[src/rtl/fifo_rd_stage_if.sv]
// Handshake bundle for the FIFO read-side output stage.
// It carries the FIFO read port on one side and the valid/ready stream on the other.
interface fifo_rd_stage_if #(
    parameter int WIDTH = 8
);
    logic             fifo_empty;
    logic             fifo_rd;
    logic [WIDTH-1:0] fifo_dout;
    logic             m_valid;
    logic             m_ready;
    logic [WIDTH-1:0] m_data;
    logic [1:0]       level;

    modport master (
        input  fifo_empty,
        input  fifo_dout,
        input  m_ready,
        output fifo_rd,
        output m_valid,
        output m_data,
        output level
    );

    modport slave (
        output fifo_empty,
        output fifo_dout,
        output m_ready,
        input  fifo_rd,
        input  m_valid,
        input  m_data,
        input  level
    );
endinterface

[src/rtl/fifo_rd_stage.sv]
// Converts a 1-cycle-latency FIFO read port into a first-word-fall-through stream.
// A 2-entry buffer plus one tracked in-flight read gives full throughput with registered outputs.
module fifo_rd_stage #(
    parameter int WIDTH = 8
) (
    input  logic            clk,
    input  logic            rst,
    fifo_rd_stage_if.master bus
);

    logic [1:0]       occ_r;
    logic             inflight_r;
    logic             m_valid_r;
    logic [WIDTH-1:0] buf0_r;
    logic [WIDTH-1:0] buf1_r;

    logic             pop_s;
    logic             fifo_rd_s;
    logic             cap_idx_s;
    logic [1:0]       pending_s;
    logic [1:0]       occ_nx_s;
    logic [WIDTH-1:0] buf0_nx_s;
    logic [WIDTH-1:0] buf1_nx_s;

    // Pop detection and read-issue decision; a pop frees a slot in the same cycle
    always_comb begin
        pop_s     = m_valid_r & bus.m_ready;
        pending_s = occ_r + {1'b0, inflight_r};
        if (rst && !bus.fifo_empty && ((pending_s < 2'd2) || pop_s)) begin
            fifo_rd_s = 1'b1;
        end else begin
            fifo_rd_s = 1'b0;
        end
    end

    // Next buffer contents: shift on pop, then land the in-flight word behind the survivors
    always_comb begin
        occ_nx_s  = occ_r + {1'b0, inflight_r} - {1'b0, pop_s};
        cap_idx_s = pop_s ? (occ_r == 2'd2) : (occ_r == 2'd1);
        buf0_nx_s = (inflight_r && !cap_idx_s) ? bus.fifo_dout
                                               : (pop_s ? buf1_r : buf0_r);
        buf1_nx_s = (inflight_r && cap_idx_s) ? bus.fifo_dout : buf1_r;
    end

    // State registers; reset drops any buffered or in-flight word
    always_ff @(posedge clk) begin
        if (!rst) begin
            occ_r      <= 2'd0;
            inflight_r <= 1'b0;
            m_valid_r  <= 1'b0;
            buf0_r     <= {WIDTH{1'b0}};
            buf1_r     <= {WIDTH{1'b0}};
        end else begin
            occ_r      <= occ_nx_s;
            inflight_r <= fifo_rd_s;
            m_valid_r  <= (occ_nx_s != 2'd0);
            buf0_r     <= buf0_nx_s;
            buf1_r     <= buf1_nx_s;
        end
    end

    assign bus.fifo_rd = fifo_rd_s;
    assign bus.m_valid = m_valid_r;
    assign bus.m_data  = buf0_r;
    assign bus.level   = occ_r;

endmodule

[src/flat_wrapper.sv]
// flat-port wrapper written by rule: the top's interface ports become plain ports
module fifo_rd_stage_flat 
#(
    parameter int WIDTH = 8
)
  (clk, rst, bus_fifo_empty, bus_fifo_dout, bus_m_ready, bus_fifo_rd, bus_m_valid, bus_m_data, bus_level);
  fifo_rd_stage_if #(.WIDTH(WIDTH)) bus_i ();
  input  logic clk;
  input  logic rst;
  input wire logic [$bits(bus_i.fifo_empty)-1:0] bus_fifo_empty;
  input wire logic [$bits(bus_i.fifo_dout)-1:0] bus_fifo_dout;
  input wire logic [$bits(bus_i.m_ready)-1:0] bus_m_ready;
  output wire logic [$bits(bus_i.fifo_rd)-1:0] bus_fifo_rd;
  output wire logic [$bits(bus_i.m_valid)-1:0] bus_m_valid;
  output wire logic [$bits(bus_i.m_data)-1:0] bus_m_data;
  output wire logic [$bits(bus_i.level)-1:0] bus_level;
  assign bus_i.fifo_empty = bus_fifo_empty;
  assign bus_i.fifo_dout = bus_fifo_dout;
  assign bus_i.m_ready = bus_m_ready;
  assign bus_fifo_rd = bus_i.fifo_rd;
  assign bus_m_valid = bus_i.m_valid;
  assign bus_m_data = bus_i.m_data;
  assign bus_level = bus_i.level;
  fifo_rd_stage #(.WIDTH(WIDTH)) u_core (.clk(clk), .rst(rst), .bus(bus_i));
endmodule
[config.mk]
export PLATFORM = sky130hd
export DESIGN_NAME = fifo_rd_stage_flat
export DESIGN_NICKNAME = d
export VERILOG_FILES = /design/src/rtl/fifo_rd_stage_if.sv /design/src/rtl/fifo_rd_stage.sv /design/src/flat_wrapper.sv
export SDC_FILE = /design/constraint.sdc
export NUM_CORES = 1
export LEC_CHECK = 0
export ABC_AREA = 1
export CORE_MARGIN = 5
export CORE_UTILIZATION = 40
export DETAILED_ROUTE_END_ITERATION = 6
export GPL_TIMING_DRIVEN = 0
export HOLD_SLACK_MARGIN = 0.06
export PLACE_DENSITY_LB_ADDON = 0.05
export REMOVE_ABC_BUFFERS = 1
export SETUP_SLACK_MARGIN = 0.02
export SLEW_MARGIN = 20
export SYNTH_ARGS = -nofsm -noshare
export SYNTH_HDL_FRONTEND = slang
export SYNTH_SLANG_ARGS = --single-unit
[constraint.sdc]
create_clock -name clk -period 2.5 [get_ports clk]
set_input_delay 0.25 -clock clk [delete_from_list [all_inputs] [get_ports clk]]
set_output_delay 0.25 -clock clk [all_outputs]
set_load 0.01 [all_outputs]
==> reports/results.tsv, run 1 <==
stage	metric	value	unit
sta	actual slew at the worst max-slew pin	322.5	ps
sta	unrepaired setup endpoints after global routing	no	
route	Routed WL per cell	10.54	µm
logic_synthesis	sequential share of the synthesized area	0.4145	
pwr	Cell Pwr Density	702.3	nW/µm²
worst_setup_path	Worst Path Class, Setup	in2out	
logic_synthesis	count leader, synth	nand2_1	
cells_and_area	diodes inserted	0	
placed_design	RD Place Congestion	0.7335	
worst_setup_path	crit end category	output port	
sta	Final Skew	3.049	ps
sta	setup_tns	0	ps
clock_network	Setup Buffers After CTS	0	
worst_setup_path	CP delay by family, top	buffers and inverters	
clock_network	Sink Count	20	
worst_setup_path	Worst Path Required	2250	ps
pwr	P_int	0.5778	mW
worst_setup_path	Worst Setup Start Kind	input pin	
route	DRC Markers	0	
clock_network	Skew-Pair Late Insertion Delay	300	ps
worst_setup_path	slowest cell delay on critical path	530	ps
sta	Pins Over Slew Limit	0	
route	first-pass detailed-route iteration total	4	
route	Routed Antenna Nets	0	
logic_synthesis	synthesized area	965.9	µm²
worst_setup_path	worst reg2reg path depth	6	
pwr	clock network power share	0.217	
cells_and_area	storage element area	401.6	µm²
route	vias	903	
die	Rows	17	
placed_design	placed inst area	1192	µm²
clock_network	Clock transition at path regs	110	ps
worst_setup_path	crit-path max FO	18	
cells_and_area	nets@finish	172	
worst_setup_path	Worst path slowest cell	clkdlybuf4s50_1	
pwr	part of the power in registers	0.452	
cells_and_area	fin util	0.5472	
die	full die area	3498	µm²
logic_synthesis	leading area contributor after synthesis	dfxtp_1	
logic_synthesis	synth top area cells	dfxtp_1 41%, nand2_1 18%, nand3_1 9.3%	
worst_setup_path	WP data arrival	2000	ps
pwr	Sw Share	0.3332	
pwr	NetSw	0.2887	mW
logic_synthesis	syn avg cell area	7.102	µm²
placed_design	post-DP HPWL	1396	µm
cells_and_area	layout cells sized above 1	0.1013	
sta	post-route minimum period	2248	ps
global_route	vias in the first global route	831	
logic_synthesis	top post-synthesis cells by count	46 x nand2_1, 20 x dfxtp_1, 18 x nand3_1	
route	1st-iter DRT viols	14	
worst_setup_path	crit path buf inv count	4	
logic_synthesis	Synth top area share	0.4145	
sta	Setup-failing EPs final	0	
cells_and_area	footprint of the multi-input gates	461.7	µm²
sta	final hold vios	0	
cells_and_area	# fillers	242	
clock_network	CTS tree	done	
sta	f_max	444.8	MHz
logic_synthesis	Post-synth EDFFs	0	
die	core area	2255	µm²
clock_network	CTS Buffer Depth	2	
die	DIE WIDTH	59.14	µm
global_route	All-Layer GR Usage	0.1276	
pwr	Combinational Power Share	0.331	
run	Max Cap Viol	0	
die	Die H	59.14	µm
pwr	total power	0.8665	mW
global_route	first-pass GRT wire length	3491	µm
worst_setup_path	Crit path depth	6	
logic_synthesis	register bit count reported by yosys	20	
cells_and_area	Final Cell Area	1234	µm²
pwr	largest vdd supply drop	431.3	µV
logic_synthesis	post-synthesis cell type count	20	
clock_network	H-tree lvl count	1	
logic_synthesis	Post-Synthesis Cells	136	
global_route	initial antenna violation count	0	
pwr	Static Leakage	0.5185	nW
die	Initial Util	0.4284	
outcome	outcome	finished, final reports clean	
worst_hold_path	WHS Path Cells	2	
sta	Slew HR	0.7845	
clock_network	clk root buf	clkbuf_4	
logic_synthesis	Most used DFF post-synth	dfxtp_1	
worst_hold_path	HP Class	reg2reg	
worst_setup_path	most numerous cell on the critical path	clkdlybuf4s50_1	
worst_setup_path	critical path, cell by cell	clkdlybuf4s50_1 > clkinvlp_4 > nor2_1 > o21ai_0 > inv_1 > clkdlybuf4s50_1	
global_route	largest net degree at the start of global routing	19	
route	Routed WL	1960	µm
route	DR vias/cell	4.855	
clock_network	cts bufs inserted	3	
sta	Final Cycle Share	0.8993	
placed_design	port bufs	23	
die	I/O pins	24	
sta	Hold WS	470.3	ps
cells_and_area	Area growth syn-to-layout	27.72	%
logic_synthesis	fraction of registers with async set/reset	0	
global_route	GRT Residual Overflow	0	
logic_synthesis	Synth Warn #	0	
## worst register-to-register path: cells and delay by family (launching register included)
kind / cells / cell delay, ps
simple gates: 4 / 610
flops: 1 / 360
buf+inv: 1 / 250
compound gates: 1 / 140
## power by group through the flow
| stage | Combinational (mW) | Clock (mW) | Sequential, mW |
|---|---|---|---|
| after floorplan | 0.156 | 0 | 0.411 |
| after global placement | 0.288 | 0 | 0.398 |
| after global routing | 0.321 | 0.215 | 0.399 |
| after detailed placement | 0.291 | 0 | 0.399 |
| final | 0.287 | 0.188 | 0.391 |
| after CTS | 0.292 | 0.197 | 0.391 |
## per-layer routing
| layer | GRT usage | share of wire |
|---|---|---|
| met4 | 0.04854 | 0.014 |
| met1 | 0.1523 | 0.44 |
| met2 | 0.2256 | 0.50 |
| met3 | 0.02179 | 0.045 |
| met5 | 0 | 0 |
## sequential cells by signal, summed over array words and instances, names as in the netlist
name                flops
u_core.bus.m_data       8
u_core.inflight_r       1
u_core.buf1_r           8
u_core.bus.m_valid      1
u_core.bus.level        2
## metrics by stage
| stage | cells | setup WS (ps) |
|---|---|---|
| final | 186 | 251.7 |
| after global routing | 186 | 142.8 |
| after CTS | 186 | 45.19 |
| after detailed placement | 182 | 95.55 |
| after global placement | 182 | 92.41 |
| after floorplan | 131 | 1093 |
## cell usage in the layout (no fill, tap or decap)
master and instances:
nand2_1 46, inv_1 13, clkdlybuf4s50_1 23, nor2_1 3
nand3_4 2, clkbuf_4 3, dfxtp_2 1, clkinv_2 1
nand2_2 2, o21ai_0 2, nand3_1 18, a21oi_1 16
nand2_4 1, dfxtp_1 19, clkbuf_8 1, clkinvlp_4 1
xnor2_1 1, a21oi_2 2, inv_2 2, ha_1 1
## path summary, 6_finish.rpt
kind / start / endpoint / slack [ps]
min reg2reg: u_core.buf1_r[1] / u_core.buf1_r[1] / 470
min: u_core.buf1_r[1] / u_core.buf1_r[1] / 470
max reg2reg: u_core.bus.m_valid / u_core.bus.m_data[1] / 1070
max: rst / bus_fifo_rd / 250
## cell families after synthesis
kind of cell | synth area share
simple gates | 0.3446
buf+inv | 0.1075
compound gates | 0.1114
flops | 0.4145
xor+xnor | 0.009069
fa+ha+maj | 0.01295
## layout make-up
cell class / count / share of cell area
multi-input combinational: 94 / 0.3742
tap: 28 / 0.02840
clock buffer: 4 / 0.02941
timing repair buffer: 23 / 0.1866
inverter: 17 / 0.05578
sequential: 20 / 0.3256
## what timing repair did
action | in CTS | in global routing
hold buffers | 0 | 0
hold endpoints to repair | 0 | 0
gates resized for setup | 0 | 2
setup endpoints to repair | 0 | 1
No activity file was read; power rests on OpenSTA's default activity.
==> run 2, diff against run 1 <==
- ABC_AREA: 1 -> default
- CORE_MARGIN: 5 -> 2
==> run 2 against run 1 <==
  * Die area shrank 24%
  * Via count shrank 23%
  * Routed wire length shrank 16%
  * Power grew 4.4%
  * Fmax grew 8.5%
  * Sequential power grew 3%
  * Hold slack lost 7.8 ps
  * Core utilization shrank 1.3 points
  * Critical path depth shrank 2
  * Combinational power grew 9.4%
  * Synthesized cell count shrank 32%
  * Critical path type is now reg2out
  * Largest cell class unchanged
==> reports/results.tsv, run 2 <==
stage	metric	value	unit
global_route	initial antenna violation count	0	
global_route	largest net degree at the start of global routing	29	
cells_and_area	nets@finish	128	
logic_synthesis	Most used DFF post-synth	dfxtp_1	
sta	f_max	482.5	MHz
cells_and_area	Area growth syn-to-layout	28.75	%
clock_network	Setup Buffers After CTS	0	
route	first-pass detailed-route iteration total	4	
route	DRC Markers	0	
run	Max Cap Viol	0	
logic_synthesis	sequential share of the synthesized area	0.4402	
sta	Setup-failing EPs final	0	
cells_and_area	fin util	0.5346	
global_route	All-Layer GR Usage	0.1434	
die	Die H	51.69	µm
sta	post-route minimum period	2072	ps
worst_setup_path	Worst R2R End	u_core.bus.level[1]	
logic_synthesis	Synth Warn #	0	
die	I/O pins	24	
worst_hold_path	Hold Path Sink	u_core.buf1_r[4]	
clock_network	H-tree lvl count	1	
die	DIE WIDTH	51.69	µm
placed_design	port bufs	23	
global_route	global routing's busiest layer	met2	
worst_hold_path	worst hold start	u_core.buf1_r[4]	
placed_design	placed inst area	1132	µm²
cells_and_area	most frequent cells in the layout	22 x clkdlybuf4s50_1, 20 x dfxtp_1, 16 x nand2_1	
route	Routed Antenna Nets	0	
clock_network	clk root buf	clkbuf_4	
global_route	GRT Residual Overflow	0	
logic_synthesis	Post-Synthesis Cells	92	
worst_setup_path	FF-to-FF Start	u_core.inflight_r	
worst_hold_path	HP Class	reg2reg	
logic_synthesis	Synth top area share	0.4402	
worst_setup_path	WP data arrival	1820	ps
clock_network	Post-CTS Hold Buffers	0	
clock_network	CTS tree	done	
route	vias	698	
cells_and_area	Final Cell Area	1171	µm²
worst_setup_path	Worst Path Required	2250	ps
placed_design	post-DP HPWL	1113	µm
sta	Slew HR	0.3883	
die	Rows	17	
clock_network	Sink Count	20	
clock_network	cts bufs inserted	3	
die	core area	2191	µm²
global_route	met3 Usage GRT	0.02011	
worst_setup_path	slowest cell delay on critical path	490	ps
logic_synthesis	leading area contributor after synthesis	dfxtp_1	
route	DR vias/cell	4.915	
worst_setup_path	Worst Path Class, Setup	reg2out	
global_route	vias in the first global route	672	
clock_network	CTS Buffer Depth	2	
pwr	Cell Pwr Density	772.0	nW/µm²
worst_setup_path	crit-path max FO	5	
logic_synthesis	Post-synth EDFFs	0	
worst_setup_path	critical path, cell by cell	ha_1 > xor2_1 > a21oi_1 > clkdlybuf4s50_1	
worst_setup_path	Worst Setup Start Kind	flip-flop	
sta	setup_tns	0	ps
clock_network	Skew-Pair Late Insertion Delay	300	ps
sta	final hold vios	0	
worst_hold_path	WHS Path Cells	2	
global_route	GR Util met2	0.2521	
placed_design	RD Place Congestion	0.6960	
logic_synthesis	top post-synthesis cells by count	20 x dfxtp_1, 16 x nand2_1, 8 x mux2_2, 8 x mux2i_1, 8 x nand3_1	
cells_and_area	storage element area	400.4	µm²
logic_synthesis	synth top area cells	dfxtp_1 44%, mux2_2 9.9%, mux2i_1 8.8%	
sta	Final Cycle Share	0.8290	
worst_setup_path	worst reg2reg path depth	3	
die	full die area	2671	µm²
die	Initial Util	0.4152	
route	Routed WL	1646	µm
cells_and_area	layout cells sized above 1	0.1667	
sta	Pins Over Slew Limit	0	
logic_synthesis	fraction of registers with async set/reset	0	
pwr	Static Leakage	0.4947	nW
logic_synthesis	register bit count reported by yosys	20	
sta	actual slew at the worst max-slew pin	916.0	ps
worst_setup_path	crit end category	output port	
sta	unrepaired setup endpoints after global routing	no	
cells_and_area	# fillers	209	
pwr	largest vdd supply drop	368.4	µV
global_route	first-pass GRT wire length	2842	µm
cells_and_area	footprint of the multi-input gates	462.9	µm²
logic_synthesis	syn avg cell area	9.887	µm²
route	1st-iter DRT viols	2	
global_route	GR Util met1	0.1664	
logic_synthesis	count leader, synth	dfxtp_1	
outcome	outcome	finished, final reports clean	
cells_and_area	commonest non-fill, non-tap cell in the layout	clkdlybuf4s50_1	
logic_synthesis	synthesized area	909.6	µm²
route	Routed WL per cell	11.59	µm
worst_setup_path	Worst path slowest cell	clkdlybuf4s50_1	
logic_synthesis	post-synthesis cell type count	23	
cells_and_area	diodes inserted	0	
sta	Final Skew	2.827	ps
worst_setup_path	r2r setup slk	1190	ps
clock_network	Clock transition at path regs	110	ps
==> run 2: cell types whose count changed in the layout (fill, tap and decap cells not counted), sizes merged, moves of 2 or more <==
cell	previous run	this run
mux2	0	8
a21boi	0	2
nand2	49	18
a21oi	18	2
inv	15	1
nand3	20	8
mux2i	0	8
nand2b	0	2
o21ai	2	10
nor2	3	0
==> run 2: cell type report <==
type | count | area share
timing repair buffer | 23 | 0.1987
multi-input combinational | 66 | 0.3953
inverter | 1 | 0.003205
sequential | 20 | 0.3419
tap | 28 | 0.02991
clock buffer | 4 | 0.03098
==> run 2: cell families (layout without fill, tap and decap cells) <==
group                    after synthesis  in the layout  share of synthesized area
AO/OA/AOI/OAI                         15             15                     0.1183
XOR/XNOR                               2              2                    0.01926
adder cells (fa/ha/maj)                1              1                    0.01375
buffers and inverters                  6             28                    0.05088
flip-flops                            20             20                     0.4402
multiplexers                          16             16                     0.1871
AND/OR/NAND/NOR                       32             32                     0.1706
==> run 2: critical path: cells and delay by family (launching register included) <==
kind | cells | cell delay [ps]
xor+xnor | 1 | 300
compound gates | 1 | 110
flops | 1 | 430
fa+ha+maj | 1 | 190
buf+inv | 1 | 490
==> run 2: worst max-delay path by stage <==
stage                                    from                   to  slack [ps]  cells after the start
final                       u_core.inflight_r          bus_fifo_rd         430                      4
after global routing        u_core.inflight_r          bus_fifo_rd         280                      4
after CTS                                 rst          bus_fifo_rd          60                      4
after detailed placement                  rst          bus_fifo_rd          80                      4
after global placement                    rst          bus_fifo_rd          80                      4
after floorplan           u_core.bus.level[0]  u_core.bus.level[1]        1270                      3
==> run 2: power breakdown <==
part,total (mW),switching [mW],internal [mW]
clock,0.187,0.0980,0.0888
sequential,0.404,0.0360,0.368
combinational,0.314,0.146,0.167
total,0.904,0.280,0.624
==> run 2: timing repair <==
action / 4_1_cts / 5_1_grt
endpoints found under the hold margin: 0 / 0
gates resized for setup: 0 / 1
endpoints found under the setup margin: 0 / 1
==> run 2: per-stage QoR <==
step	hold slack (ps)	instances	setup WS, ps	power (mW)
after global placement	444.3	138	82.59	0.7242
after floorplan	378.2	87	1266	0.5955
after CTS	469.9	142	61.64	0.9215
final	462.5	142	427.6	0.9041
after global routing	495.6	142	281.4	0.9685
after detailed placement	453.0	138	77.65	0.7297
==> run 2: layer usage <==
layer	share of wire	vias to the layer above
met3	0.046	2
met2	0.49	20
met4	0.0085	0
li1	-	362
met1	0.46	314
met5	0	-
==> run 3, diff against run 2 <==
- clock period: 2.5 -> 1.7 ns (I/O delays scaled with it)
==> run 3 against run 2 <==
  * Sequential share of layout area down 0.58 points
  * Sequential power up 48%
  * Highest routed layer unchanged
  * Clock skew down 0.88 ps
  * Power up 51%
  * Die area unchanged
==> reports/results.tsv, run 3 (synthesis results as in run 2) <==
stage	metric	value	unit
outcome	outcome	finished, final reports clean	
placed_design	port bufs	23	
pwr	Static Leakage	0.5036	nW
sta	Hold WS	437.1	ps
global_route	initial antenna violation count	0	
route	Routed WL	1704	µm
worst_setup_path	Worst Path Required	1530	ps
die	DIE WIDTH	51.69	µm
sta	post-route minimum period	1586	ps
worst_setup_path	Worst Path Class, Setup	reg2out	
die	I/O pins	24	
route	DRC Markers	0	
clock_network	H-tree lvl count	1	
clock_network	Post-CTS Hold Buffers	0	
cells_and_area	Area growth syn-to-layout	32.60	%
die	Initial Util	0.4152	
die	core area	2191	µm²
route	Routed Antenna Nets	0	
sta	actual slew at the worst max-slew pin	512.1	ps
pwr	part of the power in registers	0.438	
worst_setup_path	Worst Setup Start Kind	flip-flop	
run	Max Cap Viol	0	
route	Routed WL per cell	11.75	µm
global_route	All-Layer GR Usage	0.1484	
route	1st-iter DRT viols	3	
sta	Setup-failing EPs final	0	
cells_and_area	commonest non-fill, non-tap cell in the layout	clkdlybuf4s50_1	
placed_design	placed inst area	1132	µm²
sta	Pins Over Slew Limit	0	
worst_setup_path	WP data arrival	1420	ps
die	Rows	17	
pwr	Cell Pwr Density	1134	nW/µm²
clock_network	cts bufs inserted	3	
cells_and_area	most frequent cells in the layout	21 x clkdlybuf4s50_1, 18 x dfxtp_1, 16 x nand2_1	
sta	f_max	630.5	MHz
pwr	clock network power share	0.198	
cells_and_area	diodes inserted	0	
die	Die H	51.69	µm
cells_and_area	layout cells sized above 1	0.2308	
sta	Final Skew	1.947	ps
clock_network	clk root buf	clkbuf_4	
sta	final hold vios	0	
worst_setup_path	crit-path max FO	4	
clock_network	CTS Buffer Depth	2	
sta	Final Cycle Share	0.9330	
die	full die area	2671	µm²
sta	setup_tns	0	ps
global_route	vias in the first global route	684	
placed_design	cell total after placement	138	
clock_network	Clock transition at path regs	110	ps
pwr	Combinational Power Share	0.364	
cells_and_area	Final Instance Count excl. Fillers	145	
pwr	largest vdd supply drop	533.2	µV
route	vias	718	
clock_network	Sink Count	20	
pwr	P_int	0.9445	mW
global_route	largest net degree at the start of global routing	29	
pwr	Sw Share	0.3096	
global_route	first-pass GRT wire length	2939	µm
pwr	NetSw	0.4235	mW
pwr	total power	1.368	mW
cells_and_area	nets@finish	131	
placed_design	post-DP HPWL	1113	µm
sta	unrepaired setup endpoints after global routing	no	
clock_network	Skew-Pair Late Insertion Delay	300	ps
clock_network	CTS tree	done	
route	DR vias/cell	4.952	
cells_and_area	# fillers	208	
route	first-pass detailed-route iteration total	2	
global_route	GRT Residual Overflow	0	
placed_design	RD Place Congestion	0.6960	
sta	Slew HR	0.6586	
cells_and_area	Final Cell Area	1206	µm²
worst_setup_path	crit end category	output port	
worst_hold_path	HP Class	in2reg	
## run 3: worst paths after layout
path / cells past startpoint / slack, ps / end / start
worst max-delay path: 4 / 110 / bus_fifo_rd / u_core.bus.level[0]
worst min-delay path: 3 / 440 / u_core.buf1_r[1] / bus_fifo_dout[1]
worst max register to register: 5 / 320 / u_core.bus.level[1] / u_core.bus.level[0]
worst min register to register: 2 / 460 / u_core.buf1_r[4] / u_core.buf1_r[4]
## run 3: cell type report
type                       count  area (µm²)  share of cell area
inverter                       1       3.754            0.003112
sequential                    20       405.4              0.3361
tap                           28       35.03             0.02905
multi-input combinational     66       473.0              0.3921
timing repair buffer          26       252.7              0.2095
clock buffer                   4       36.28             0.03008
## run 3: through the flow
step,utilization,setup WS [ps]
6_report,0.5505,114.0
5_1_grt,0.5505,20.03
4_1_cts,0.5408,55.99
3_5_place_dp,0.5168,-562.3
3_3_place_gp,0.5168,-557.4
2_1_floorplan,-,465.9
## run 3: power by group through the flow
stage | sequential, mW | clock [mW] | combinational, mW
finish | 0.599 | 0.271 | 0.498
global route | 0.611 | 0.308 | 0.549
CTS | 0.598 | 0.290 | 0.488
detailed placement | 0.605 | 0 | 0.468
global placement | 0.603 | 0 | 0.462
floorplan | 0.624 | 0 | 0.251
## run 3: routing by layer
metal	vias up	track usage	routed length, µm
li1	367	-	-
met1	333	0.1721	748
met2	16	0.2628	868
met3	2	0.02011	72
met4	0	0.07895	14
met5	-	0	0
## run 3: timing repair
| action | in CTS | in global routing |
|---|---|---|
| buffers inserted | 1 | 2 |
| setup endpoints to repair | 1 | 1 |
| pin swaps | 0 | 0 |
| resized for setup | 6 | 3 |
## run 3: worst max-delay path: stages (launching register included)
cell and delay (ps):
dfxtp_2 350, ha_2 190, xor2_2 150, a21oi_1 140
dlygate4sd2_1 280
